`src/rtl/alu_seq_divider.sv`:
```
// rtl/alu_seq_divider.sv - multi-cycle signed restoring divider, {remainder, quotient} result
module alu_seq_divider #(
  parameter int WIDTH = 32
) (
  input  logic                 clock,
  input  logic                 clear,
  input  logic                 start,
  input  logic [WIDTH-1:0]     A,
  input  logic [WIDTH-1:0]     B,
  output logic                 busy,
  output logic                 done,
  output logic                 div_by_zero,
  output logic [2*WIDTH-1:0]   C
);

  localparam int CW = $clog2(WIDTH);

  typedef enum logic [1:0] {IDLE, RUN, FIX, DONE} state_t;

  state_t            state;
  logic [WIDTH:0]    rem;
  logic [WIDTH-1:0]  dvd;
  logic [WIDTH-1:0]  abs_b;
  logic [CW-1:0]     cnt;
  logic              sign_q;
  logic              sign_r;

  logic [WIDTH:0]    rem_shift;
  logic [WIDTH:0]    rem_diff;
  logic              fits;
  logic [WIDTH-1:0]  abs_a_in;
  logic [WIDTH-1:0]  abs_b_in;
  logic [WIDTH-1:0]  q_fix;
  logic [WIDTH-1:0]  r_fix;

  // dvd holds the remaining dividend bits and collects quotient bits from the bottom
  always_comb begin
    rem_shift = {rem[WIDTH-1:0], dvd[WIDTH-1]};
    rem_diff  = rem_shift - {1'b0, abs_b};
    fits      = (rem_shift >= {1'b0, abs_b});
    abs_a_in  = A[WIDTH-1] ? -A : A;
    abs_b_in  = B[WIDTH-1] ? -B : B;
    q_fix     = sign_q ? -dvd : dvd;
    r_fix     = sign_r ? -rem[WIDTH-1:0] : rem[WIDTH-1:0];
  end

  always_ff @(posedge clock or posedge clear) begin
    if (clear) begin
      state       <= IDLE;
      busy        <= 1'b0;
      done        <= 1'b0;
      div_by_zero <= 1'b0;
      C           <= '0;
      rem         <= '0;
      dvd         <= '0;
      abs_b       <= '0;
      cnt         <= '0;
      sign_q      <= 1'b0;
      sign_r      <= 1'b0;
    end else begin
      case (state)
        IDLE: begin
          done <= 1'b0;
          if (start) begin
            sign_q      <= A[WIDTH-1] ^ B[WIDTH-1];
            sign_r      <= A[WIDTH-1];
            dvd         <= abs_a_in;
            abs_b       <= abs_b_in;
            rem         <= '0;
            cnt         <= '0;
            div_by_zero <= (B == '0);
            if (B == '0) begin
              C     <= {A, {WIDTH{1'b1}}};
              busy  <= 1'b0;
              done  <= 1'b1;
              state <= DONE;
            end else begin
              busy  <= 1'b1;
              state <= RUN;
            end
          end
        end
        RUN: begin
          rem <= fits ? rem_diff : rem_shift;
          dvd <= {dvd[WIDTH-2:0], fits};
          cnt <= cnt + CW'(1);
          if (cnt == CW'(WIDTH - 1)) state <= FIX;
        end
        FIX: begin
          C     <= {r_fix, q_fix};
          busy  <= 1'b0;
          done  <= 1'b1;
          state <= DONE;
        end
        DONE: begin
          done  <= 1'b0;
          state <= IDLE;
        end
        default: state <= IDLE;
      endcase
    end
  end

endmodule

```
`config.mk`:
```
export PLATFORM = sky130hd
export DESIGN_NAME = alu_seq_divider
export DESIGN_NICKNAME = d
export VERILOG_FILES = /design/src/rtl/alu_seq_divider.sv
export SDC_FILE = /design/constraint.sdc
export NUM_CORES = 1
export LEC_CHECK = 0
export BUFFER_PORTS_ARGS = -buffer_cell sky130_fd_sc_hd__clkbuf_2
export CORE_MARGIN = 4
export CORE_UTILIZATION = 40
export DETAILED_ROUTE_END_ITERATION = 12
export SYNTH_ARGS = -nofsm -noshare
export SYNTH_HDL_FRONTEND = slang
export SYNTH_SLANG_ARGS = --single-unit
```
`constraint.sdc`:
```
create_clock -name clock -period 13.8 [get_ports clock]
set_clock_uncertainty 0.15 [all_clocks]
set_input_delay 1.38 -clock clock [delete_from_list [all_inputs] [get_ports clock]]
set_output_delay 1.38 -clock clock [all_outputs]
set_load 0.02 [all_outputs]
```
==> flow_summary.toml <==
[timing]
finalCriticalPeriod_ns = 4.72
setup-tns-final_ns = 0
post-route-period-util_pct = 34.2
rsz0062_at_grt = "no"
finalHoldViolCount = 0
drv_slew = 0
tightest_slew_ns = 1.19
fmaxAchievable_mhz = 212
slew_headroom_pct = 20.6
setup_viol = 0

[setup_path]
path_cells = "clkbuf_2 > inv_1 > ha_1 > nor3b_1 > and4_1 > nand3_1 > nand3b_4 > nor4_4 > a31oi_4 > buf_4 > nor2b_2 > a21oi_1"
worst_ep_required_time_ns = 13.92
crit_arrival_ns = 4.84
path_class = "input port to flop"
path_buf_inv = 3
rrSetupSlack_ns = 9.95
r2r_end = "rem[10]"
crit_cells = 12
crit_end = "C[0]"
slowest_stage = "nor2b_2"
end_kind = "flop"
critPathLaunch = "B[0]"
cp_max_fo = 58
cp-start-kind = "input port"
crit_family = "simple AND/OR/NAND/NOR gates"
crit_path_max_incr_delay_ns = 0.96
reg2reg_depth = 10
worstReg2RegStart = "rem[3]"

[logic_synthesis]
synthArstFlopShare_pct = 100
synth-main-ff-cell = "dfrtp_1"
syn_area_per_cell_um2 = 8.37
synth-edff-count = 0
ys_seq_area_share_pct = 36.8
syn_nets = 1507
ys_types = 71
ys_ff_latch = 172
syn-cell-area_um2 = 11700
syn-instance-count = 1397
yosysWarnings = 0

[clocking]
cts.reportedPaths.clkPinSlew_ns = 0.07
ctsHtreeMaxLevel = 4
postCtsHoldBufs = 0
cts_max_path_buffers = 2
tritoncts = "yes"
cts.repair.resized = 0
cts-buffers-inserted = 17
post-cts-setup-buffers = 0
clk_latency_ns = 0.44
cts.sinks = 172
cts-root-buf = "clkbuf_16"

[drt]
totalWireLength_um = 31200
via_per_inst = 5.38
wire_per_inst_um = 16.6
drt_iter0_markers = 571
drc = 0
postRouteAntennaNets = 0
drt_pre_antenna_iters = 5
via_count = 10100

[finish]
area_growth_pct = 12.8
layout.nets = 1587
layout_commonest_cell = "nand2_1"
drive_above_1_share_pct = 14.0
mostFrequentLayoutCells = "209 x nand2_1, 172 x dfrtp_1, 133 x clkbuf_2"
insertedDiodeCount = 0
layout.cells.non_filler = 1874
final_util_pct = 45.8

[global_routing]
grt_pass1_wl_um = 50300
gr-usage-all-layers_pct = 19.6
grt_max_degree = 93
grt_pass1_vias = 9348
antenna_found_initial = 0
overflow = 0

[placement]
gp_congestion = 0.886
dp_hpwl_um = 23700
place_inst = 1842
io_buffers = 133

[power_and_ir_drop]
p_leak_nw = 5.90
p_sw_w = 0.00192
intPower_w = 0.00183
power_density_nw_per_um2 = 284
seq_power_share_pct = 26.8
combPwrFrac_pct = 60.0
swShare_pct = 51.1
vdd_drop_max_mv = 0.111
clkPwrFrac_pct = 13.1

[hold_path]
min_path_cells = 2
hp-class = "flop to flop"

[floorplanning]
die_y_um = 179
start_util_pct = 40.6
core_area_um2 = 28800
std_cell_rows = 62
dieArea_um2 = 32000
dieWidth_um = 179
top_level_ports = 134

[run]
maxCapViolations = 0

[outcome]
status = "complete, no violations"
-- worst min-delay path: cells and delay by family, from the launching register on --
kind             cells  cell delay, ns
AO/OA/AOI/OAI        1            0.06
flip-flops           1            0.35
AND/OR/NAND/NOR      1            0.04
-- kinds of logic after synthesis --
family / synth area share (%)
adders and majority gates: 4.66
and+or+nand+nor: 18.0
buffers and inverters: 4.74
AOI/OAI and AO/OA: 22.2
muxes: 2.57
DFF: 36.8
xor gates and xnor gates: 11.1
-- final cells by class --
| type | instances | area (µm²) |
|---|---|---|
| multi-input cells | 1090 | 6870 |
| inverters | 56 | 215 |
| fillers | 2920 | 15600 |
| clock buffers | 17 | 425 |
| clock inverters | 15 | 171 |
| repair buffers | 140 | 718 |
| flip-flops and latches | 172 | 4300 |
| well taps | 384 | 480 |
-- cells in the mapped netlist, types with 3 or more instances --
cell type	instances	area [µm²]
xnor2_1	36	315
or4_1	13	97.6
a22o_1	5	43.8
o21ai_1	71	355
nand4_1	16	100
o22ai_1	4	25.0
ha_1	42	526
o21a_1	6	45.0
nor4_2	4	50.1
nor3_1	19	95.1
a31oi_1	8	50.1
o41ai_1	17	149
nor2b_1	13	81.3
buf_1	5	18.8
o21ai_0	123	616
a21o_1	16	120
buf_6	3	33.8
buf_4	3	22.5
dfrtp_1	172	4300
o21bai_1	5	37.5
o211ai_1	5	37.5
a211oi_1	3	22.5
nor2_1	96	360
nor4_1	8	50.1
nand2b_1	9	56.3
mux2i_1	30	300
buf_2	11	55.1
nand2_1	210	788
nor4_4	3	63.8
and2_1	3	18.8
nand3_1	21	105
xor2_1	112	981
inv_1	56	210
a21oi_1	95	475
o41ai_2	3	48.8
o31ai_1	30	225
or3_1	10	62.6
clkbuf_1	57	214
a32oi_1	12	105
-- registers in the layout, indices dropped and copies added (netlist names), 2 cells and up --
register and cells:
state 2, abs_b 32, rem 32, dvd 32, C 64, cnt 5
-- layer usage --
metal	vias up	track usage (%)	share of wire [%]
met1	4763	27.9	49
met3	28	2.78	3.5
met2	193	31.8	46
met5	-	0	0
li1	5092	-	-
met4	0	4.38	1.2
-- stage by stage --
stage	setup WS [ns]	total power, W	hold slack (ns)	area, µm²
2_1_floorplan	7.61	0.00270	0.300	11700
3_3_place_gp	8.69	0.00325	0.312	12600
3_5_place_dp	8.58	0.00327	0.320	12600
4_1_cts	9.03	0.00377	0.338	13200
5_1_grt	8.80	0.00409	0.357	13200
6_report	9.08	0.00375	0.331	13200
-- power by group through the flow --
stage	registers (W)	logic, W	clock network [W]
global placement	0.00101	0.00224	0
CTS	0.00101	0.00226	0.000500
global route	0.00104	0.00252	0.000525
detailed placement	0.00102	0.00226	0
floorplan	0.00100	0.00169	0
finish	0.00101	0.00225	0.000492
-- worst min-delay path by stage --
stage | slack [ns] | start | to
6_report | 0.33 | abs_b[21] | abs_b[21]
5_1_grt | 0.36 | abs_b[28] | abs_b[28]
4_1_cts | 0.34 | abs_b[24] | abs_b[24]
2_1_floorplan | 0.30 | abs_b[10] | abs_b[10]
3_5_place_dp | 0.32 | abs_b[24] | abs_b[24]
3_3_place_gp | 0.31 | abs_b[8] | abs_b[8]
Note: power is estimated with default switching activity, not from simulation.
